==> config.mk <==
export PLATFORM = sky130hd
export DESIGN_NAME = riscv_mem_arb
export DESIGN_NICKNAME = d
export VERILOG_FILES = /design/src/rtl/riscv_mem_arb_pkg.sv /design/src/rtl/riscv_mem_arb.sv
export SDC_FILE = /design/constraint.sdc
export NUM_CORES = 1
export LEC_CHECK = 0
export ABC_AREA = 1
export CAP_MARGIN = 5
export CORE_UTILIZATION = 35
export CTS_CLUSTER_DIAMETER = 150
export DETAILED_ROUTE_END_ITERATION = 16
export GPL_TIMING_DRIVEN = 0
export PLACE_DENSITY_LB_ADDON = 0.25
export SYNTH_ARGS = -nofsm -noshare
export SYNTH_HDL_FRONTEND = slang
export SYNTH_SLANG_ARGS = --single-unit
==> constraint.sdc <==
create_clock -name clk_i -period 1.9 [get_ports clk_i]
set_clock_uncertainty 0.1 [all_clocks]
set_input_delay 0.38 -clock clk_i [delete_from_list [all_inputs] [get_ports clk_i]]
set_output_delay 0.38 -clock clk_i [all_outputs]
set_load 0.01 [all_outputs]
==> src/rtl/riscv_mem_arb_pkg.sv <==
// Shared types for the riscv_mem_arb memory arbiter.
//   biu_size_t : access size carried on the core data port and the shared bus.
package riscv_mem_arb_pkg;

   typedef enum logic [1:0] {
      SIZE_BYTE = 2'd0,
      SIZE_HALF = 2'd1,
      SIZE_WORD = 2'd2
   } biu_size_t;

endpackage

==> src/rtl/riscv_mem_arb.sv <==
// riscv_mem_arb: shares one external memory bus between the core's fetch port
// and data port. Data has priority, and a starvation guard forces a fetch
// grant after STARVE_MAX consecutive data grants. A watchdog aborts bus
// transactions that never complete. Flushed fetches are drained silently.
//
// Ports:
//   clk_i, rst_ni                    clock, async active-low reset
//   imem_req_i/adr_i/flush_i         fetch request, address, pipeline flush
//   imem_q_o/ack_o/err_o             fetch data and completion pulses
//   dmem_req_i/we_i/adr_i/d_i/size_i data request and qualifiers
//   dmem_q_o/ack_o/err_o             data read data and completion pulses
//   bus_req_o/we_o/adr_o/d_o/size_o  registered shared-bus request
//   bus_q_i/ack_i/err_i              shared-bus read data and completion
//
// state  | meaning
// IDLE   | no transaction on the bus; grant decided here
// IGNT   | fetch transaction active
// DGNT   | data transaction active
// IDRAIN | flushed fetch still on the bus; its completion is absorbed
module riscv_mem_arb
   import riscv_mem_arb_pkg::*;
#(
   parameter int XLEN       = 32,
   parameter int STARVE_MAX = 4,
   parameter int TIMEOUT    = 255
) (
   input  logic            clk_i,
   input  logic            rst_ni,
   input  logic            imem_req_i,
   input  logic [XLEN-1:0] imem_adr_i,
   input  logic            imem_flush_i,
   output logic [XLEN-1:0] imem_q_o,
   output logic            imem_ack_o,
   output logic            imem_err_o,
   input  logic            dmem_req_i,
   input  logic            dmem_we_i,
   input  logic [XLEN-1:0] dmem_adr_i,
   input  logic [XLEN-1:0] dmem_d_i,
   input  biu_size_t       dmem_size_i,
   output logic [XLEN-1:0] dmem_q_o,
   output logic            dmem_ack_o,
   output logic            dmem_err_o,
   output logic            bus_req_o,
   output logic            bus_we_o,
   output logic [XLEN-1:0] bus_adr_o,
   output logic [XLEN-1:0] bus_d_o,
   output biu_size_t       bus_size_o,
   input  logic [XLEN-1:0] bus_q_i,
   input  logic            bus_ack_i,
   input  logic            bus_err_i
);

   typedef enum logic [1:0] {IDLE, IGNT, DGNT, IDRAIN} state_t;

   localparam logic [3:0]  STARVE_LIM = 4'(STARVE_MAX);
   localparam logic [15:0] WDOG_LIM   = 16'(TIMEOUT);

   state_t          state_q, state_d;
   logic [3:0]      starve_q, starve_d;
   logic [15:0]     wdog_q, wdog_d;
   logic            bus_req_q, bus_req_d;
   logic            bus_we_q, bus_we_d;
   logic [XLEN-1:0] bus_adr_q, bus_adr_d;
   logic [XLEN-1:0] bus_d_q, bus_d_d;
   biu_size_t       bus_size_q, bus_size_d;

   logic active, wd_to, done, in_i, in_d, bus_end;

   assign active  = (state_q != IDLE);
   assign wd_to   = active && (wdog_q == WDOG_LIM);
   assign bus_end = bus_ack_i | bus_err_i;
   assign done    = active && (bus_end || wd_to);
   assign in_i    = (state_q == IGNT);
   assign in_d    = (state_q == DGNT);

   always_ff @(posedge clk_i or negedge rst_ni) begin
      if (!rst_ni) begin
         state_q    <= IDLE;
         starve_q   <= '0;
         wdog_q     <= '0;
         bus_req_q  <= 1'b0;
         bus_we_q   <= 1'b0;
         bus_adr_q  <= '0;
         bus_d_q    <= '0;
         bus_size_q <= SIZE_BYTE;
      end else begin
         state_q    <= state_d;
         starve_q   <= starve_d;
         wdog_q     <= wdog_d;
         bus_req_q  <= bus_req_d;
         bus_we_q   <= bus_we_d;
         bus_adr_q  <= bus_adr_d;
         bus_d_q    <= bus_d_d;
         bus_size_q <= bus_size_d;
      end
   end

   always_comb begin
      state_d    = state_q;
      starve_d   = starve_q;
      wdog_d     = wdog_q;
      bus_req_d  = bus_req_q;
      bus_we_d   = bus_we_q;
      bus_adr_d  = bus_adr_q;
      bus_d_d    = bus_d_q;
      bus_size_d = bus_size_q;
      case (state_q)
         IDLE: begin
            wdog_d = '0;
            // data wins unless the fetch port has already waited STARVE_MAX grants
            if (dmem_req_i && (!imem_req_i || (starve_q != STARVE_LIM))) begin
               state_d    = DGNT;
               starve_d   = imem_req_i ? (starve_q + 4'd1) : 4'd0;
               bus_req_d  = 1'b1;
               bus_we_d   = dmem_we_i;
               bus_adr_d  = dmem_adr_i;
               bus_d_d    = dmem_d_i;
               bus_size_d = dmem_size_i;
            end else if (imem_req_i) begin
               state_d    = IGNT;
               starve_d   = '0;
               bus_req_d  = 1'b1;
               bus_we_d   = 1'b0;
               bus_adr_d  = imem_adr_i;
               bus_d_d    = '0;
               bus_size_d = SIZE_WORD;
            end
         end
         IGNT: begin
            wdog_d = wdog_q + 16'd1;
            // completion takes precedence: a flush together with ack just returns to IDLE
            if (done) begin
               state_d   = IDLE;
               bus_req_d = 1'b0;
            end else if (imem_flush_i) begin
               state_d = IDRAIN;
            end
         end
         DGNT, IDRAIN: begin
            wdog_d = wdog_q + 16'd1;
            if (done) begin
               state_d   = IDLE;
               bus_req_d = 1'b0;
            end
         end
         default: state_d = IDLE;
      endcase
   end

   assign bus_req_o  = bus_req_q;
   assign bus_we_o   = bus_we_q;
   assign bus_adr_o  = bus_adr_q;
   assign bus_d_o    = bus_d_q;
   assign bus_size_o = bus_size_q;

   // error beats ack; a flush in the completion cycle discards the fetch result
   assign imem_ack_o = in_i && bus_ack_i && !bus_err_i && !imem_flush_i;
   assign imem_err_o = in_i && (bus_err_i || wd_to) && !imem_flush_i;
   assign imem_q_o   = (in_i && bus_end) ? bus_q_i : '0;
   assign dmem_ack_o = in_d && bus_ack_i && !bus_err_i;
   assign dmem_err_o = in_d && (bus_err_i || wd_to);
   assign dmem_q_o   = (in_d && bus_end) ? bus_q_i : '0;

endmodule

==> metrics.txt <==
# TYPE chip_impl_metric gauge
chip_impl_metric{name="fillerInstances",unit=""} 1015
chip_impl_metric{name="cts_buf_count",unit=""} 9
chip_impl_metric{name="detail_route.vias_per_cell",unit=""} 4.69
chip_impl_metric{name="synth.cell_area",unit="um2"} 4500
chip_impl_metric{name="finish.cell_count_without_fillers",unit=""} 1086
chip_impl_info{name="timing.rr.end",value="bus_adr_o[19]$_DFFE_PN0P_"} 1
chip_impl_metric{name="syn_inst",unit=""} 602
chip_impl_metric{name="final_net_count",unit=""} 1051
chip_impl_metric{name="io-pin-count",unit=""} 274
chip_impl_info{name="tritoncts",value="done"} 1
chip_impl_metric{name="max_freq",unit="GHz"} 0.467
chip_impl_metric{name="routed-wl-met3",unit="um"} 1420
chip_impl_metric{name="synth_mux_area_frac",unit=""} 0
chip_impl_metric{name="dpl.hpwl",unit="um"} 11900
chip_impl_metric{name="die-width",unit="um"} 115
chip_impl_metric{name="grtUsageTotal",unit=""} 0.233
chip_impl_metric{name="synth_xor_xnor_area_share",unit=""} 0.00973
chip_impl_metric{name="gp_routability_congestion",unit=""} 0.800
chip_impl_info{name="violated_checks",value="setup timing"} 1
chip_impl_metric{name="worst_skew_pair.late_latency",unit="ns"} 0.33
chip_impl_metric{name="die_height",unit="um"} 115
chip_impl_metric{name="worst_ep_arrival_time",unit="ns"} 1.66
chip_impl_metric{name="final_area",unit="um2"} 8460
chip_impl_metric{name="tightestPinTransition",unit="ns"} 0.465
chip_impl_metric{name="floorplan.initialDensity",unit=""} 0.358
chip_impl_metric{name="post-layout-total-power",unit="uW"} 11300
chip_impl_metric{name="synth_cell_type_count",unit=""} 25
chip_impl_metric{name="route.final.wire_length",unit="um"} 16800
chip_impl_metric{name="vias_in_the_first_global_route",unit=""} 4822
chip_impl_metric{name="place.detailed.instances",unit=""} 1048
chip_impl_metric{name="drtIter0Drc",unit=""} 261
chip_impl_metric{name="layout-area-overhead-vs-synth",unit="%"} 88.0
chip_impl_metric{name="ir_drop",unit="mV"} 0.743
chip_impl_metric{name="maxSlewViolCount",unit=""} 0
chip_impl_info{name="cts-root-buf",value="clkbuf_16"} 1
chip_impl_info{name="startpoint_type",value="register"} 1
chip_impl_metric{name="critical_path_required",unit="ns"} 1.42
chip_impl_metric{name="die-area",unit="um2"} 13300
chip_impl_info{name="min-delay-start",value="bus_size_o[1]$_DFFE_PN0P_"} 1
chip_impl_metric{name="rows",unit=""} 41
chip_impl_metric{name="sum_of_overflow_across_all_layers_after_global_routing",unit=""} 0
chip_impl_metric{name="ys_ff_latch",unit=""} 90
chip_impl_metric{name="routed-wl-met2",unit="um"} 8560
chip_impl_info{name="grt_setup_unrepaired",value="true"} 1
chip_impl_metric{name="ff_latch_area",unit="um2"} 2250
chip_impl_metric{name="clkTransAtPathRegs",unit="ns"} 0.06
chip_impl_metric{name="drt.antenna.violating_nets",unit=""} 0
chip_impl_metric{name="drt-met1-wl",unit="um"} 6300
chip_impl_metric{name="timing.max_cap.violations",unit=""} 0
chip_impl_metric{name="detailedPlace.worstSlack",unit="ns"} -0.740
chip_impl_metric{name="hold-path-cell-count",unit=""} 2
chip_impl_metric{name="fin_worst_hold_slack",unit="ns"} 0.377
chip_impl_metric{name="drive_gt1_frac",unit=""} 0.239
chip_impl_metric{name="number_of_antenna_violations_at_the_first_check_in_global_routing",unit=""} 0
chip_impl_metric{name="post_synth_and_or_nand_nor_area_fraction",unit=""} 0.303
chip_impl_metric{name="synth_compound_area_frac",unit=""} 0.0895
chip_impl_metric{name="multi_input_comb_area",unit="um2"} 2290
chip_impl_info{name="critPathCaptureType",value="output pin"} 1
chip_impl_metric{name="htreeDepth",unit=""} 3
chip_impl_metric{name="rrSetupSlack",unit="ns"} 0.18
chip_impl_metric{name="postLayoutSetupSlackWorst",unit="ns"} -0.243
chip_impl_info{name="dominant_combinational_cell_family_by_area_after_synthesis",value="simple AND/OR/NAND/NOR gates"} 1
chip_impl_metric{name="n_antenna_cell",unit=""} 0
chip_impl_info{name="hold_class",value="reg -> reg"} 1
chip_impl_metric{name="rr_worst_depth",unit=""} 7
chip_impl_info{name="hold-path-endpoint",value="bus_size_o[1]$_DFFE_PN0P_"} 1
chip_impl_metric{name="yosysTopAreaCellShare",unit=""} 0.500
chip_impl_info{name="synth_area_leader_cell",value="dfrtp_1"} 1
chip_impl_metric{name="slew-limit-headroom",unit=""} 0.690
chip_impl_metric{name="grt_first_pass_wirelength",unit="um"} 23700
chip_impl_info{name="run_status",value="complete, but fails checks"} 1
chip_impl_metric{name="yosys.area_share.adder",unit=""} 0.00834
chip_impl_info{name="critical_path.reg2reg.startpoint",value="state_q[1]$_DFFE_PN0P_"} 1
chip_impl_metric{name="ys_seq_area_frac",unit=""} 0.500
chip_impl_metric{name="finalWorstPathRequiredPeriod",unit="ns"} 2.14
chip_impl_metric{name="detailedRoute.firstPassIterationCount",unit=""} 4
chip_impl_metric{name="vias",unit=""} 5090
chip_impl_metric{name="largest_buffer_count_on_any_clock_path",unit=""} 2
chip_impl_metric{name="syn_avg_cell_area",unit="um2"} 7.48
chip_impl_metric{name="drt-wirelength-per-cell",unit="um"} 15.5
chip_impl_info{name="synth_top_cells_by_area",value="dfrtp_1 50%, nand2_1 12%, nor2_1 11%"} 1
chip_impl_metric{name="drc_violation_count_after_routing",unit=""} 0
chip_impl_metric{name="core",unit="um2"} 12600
chip_impl_metric{name="tritoncts_num_sinks",unit=""} 90
chip_impl_metric{name="grt_max_degree",unit=""} 56
chip_impl_metric{name="postPlaceCellArea",unit="um2"} 7470
chip_impl_metric{name="finalHoldViolCount",unit=""} 0
chip_impl_info{name="critical_path_class",value="reg -> out"} 1
chip_impl_metric{name="power.density",unit="nW/um2"} 1340
chip_impl_metric{name="worst-path-max-fanout",unit=""} 8
chip_impl_info{name="top_layer",value="met4"} 1
chip_impl_metric{name="synth.net_count",unit=""} 743
chip_impl_metric{name="final-setup-viol-count",unit=""} 67
chip_impl_metric{name="portBuffers",unit=""} 273
chip_impl_metric{name="cellLeakagePower",unit="uW"} 0.00396
chip_impl_metric{name="min_period_over_period",unit=""} 1.13
chip_impl_metric{name="ys.warnings.count",unit=""} 0
-- cell usage after synthesis --
cell type,number
nand2_1,140
nor2_1,132
dfrtp_1,90
a21oi_1,70
inv_1,53
nand3_1,46
buf_2,20
buf_4,8
o21ai_0,7
nor3_1,6
xor2_1,5
nand2_2,4
nand4_1,4
ha_1,3
inv_2,3
o22ai_1,2
buf_1,1
buf_6,1
clkbuf_1,1
clkinv_1,1
inv_4,1
nor2_2,1
nor2_4,1
nor3_4,1
o21ai_1,1
-- flip-flops by register name (all words and copies together) (netlist names) --
register	cells
bus_adr_o	32
bus_d_o	32
bus_req_o	1
bus_size_o	2
bus_we_o	1
starve_q	4
state_q	2
wdog_q	16
-- worst max-delay path, stage by stage, from the launching register on --
cell	delay, ns
dfrtp_2	0.45
buf_6	0.13
nor2_4	0.16
nand2_8	0.13
buf_8	0.17
buf_6	0.11
nor2_4	0.07
buf_6	0.10
-- cell usage in the layout, fill, tap and decap left out, types with 6 or more instances in the layout --
cell type | Yosys | layout
o21ai_0 | 7 | 7
clkdlybuf4s50_1 | 0 | 202
buf_2 | 20 | 40
buf_8 | 0 | 6
nand2_1 | 140 | 135
nor2_4 | 1 | 45
clkbuf_16 | 0 | 10
buf_6 | 1 | 50
inv_1 | 53 | 51
nor2_1 | 132 | 74
buf_4 | 8 | 20
nand3_1 | 46 | 45
nor2_2 | 1 | 15
a21oi_1 | 70 | 70
dfrtp_1 | 90 | 88
-- how the worst max path moves through the flow --
stage / end / slack (ns) / cells past startpoint / startpoint
6_report: imem_q_o[18] / -0.24 / 7 / state_q[1]$_DFFE_PN0P_
5_1_grt: imem_err_o / -0.31 / 8 / wdog_q[0]$_DFF_PN0_
4_1_cts: dmem_err_o / -0.23 / 8 / wdog_q[0]$_DFF_PN0_
3_5_place_dp: imem_q_o[4] / -0.74 / 7 / bus_err_i
3_3_place_gp: bus_d_o[30]$_DFFE_PN0P_ / -3.08 / 1 / rst_ni
2_1_floorplan: dmem_err_o / 0.18 / 7 / wdog_q[0]$_DFF_PN0_
-- where the power goes --
part / total (uW) / leakage, uW / switching, uW / internal (uW)
Combinational: 6380 / 0.00268 / 3210 / 3170
Clock: 1820 / 0.000152 / 699 / 1120
Sequential: 3150 / 0.00113 / 455 / 2700
Total: 11300 / 0.00396 / 4360 / 6980
-- cell type report --
class | count | area share
buffer | 31 | 0.0294
clock buffer | 13 | 0.0319
sequential | 90 | 0.266
clock inverter | 2 | 0.00414
timing repair buffer | 297 | 0.346
inverter | 58 | 0.0266
multi-input combinational | 423 | 0.270
tap | 172 | 0.0254
-- metal layers --
metal / vias to the layer above / track usage
met5: - / 0
met4: 0 / 0.0987
met3: 35 / 0.0727
met2: 204 / 0.408
met1: 2353 / 0.262
li1: 2498 / -
-- stage by stage --
stage	util	TNS [ns]
after floorplan	-	0
final	0.673	-7.14
after global routing	0.673	-11.09
after global placement	0.593	-324.74
after detailed placement	0.595	-50.14
after CTS	0.632	-5.73
-- what timing repair did --
action / CTS / global route
endpoints found under the hold margin: 35 / 0
hold buffers: 1 / 0
gates cloned: 3 / 3
pin swaps: 8 / 8
resized for setup: 306 / 181
setup endpoints to repair: 68 / 97
setup buffers: 9 / 7
-- kinds of logic (layout without fill, tap and decap cells) --
logic type               Yosys count  after routing
adder cells (fa/ha/maj)            3              3
AO/OA/AOI/OAI                     80             80
buffers and inverters             89            401
flip-flops                        90             90
AND/OR/NAND/NOR                  335            335
XOR/XNOR                           5              5
Power figures use the tool's default switching activity.
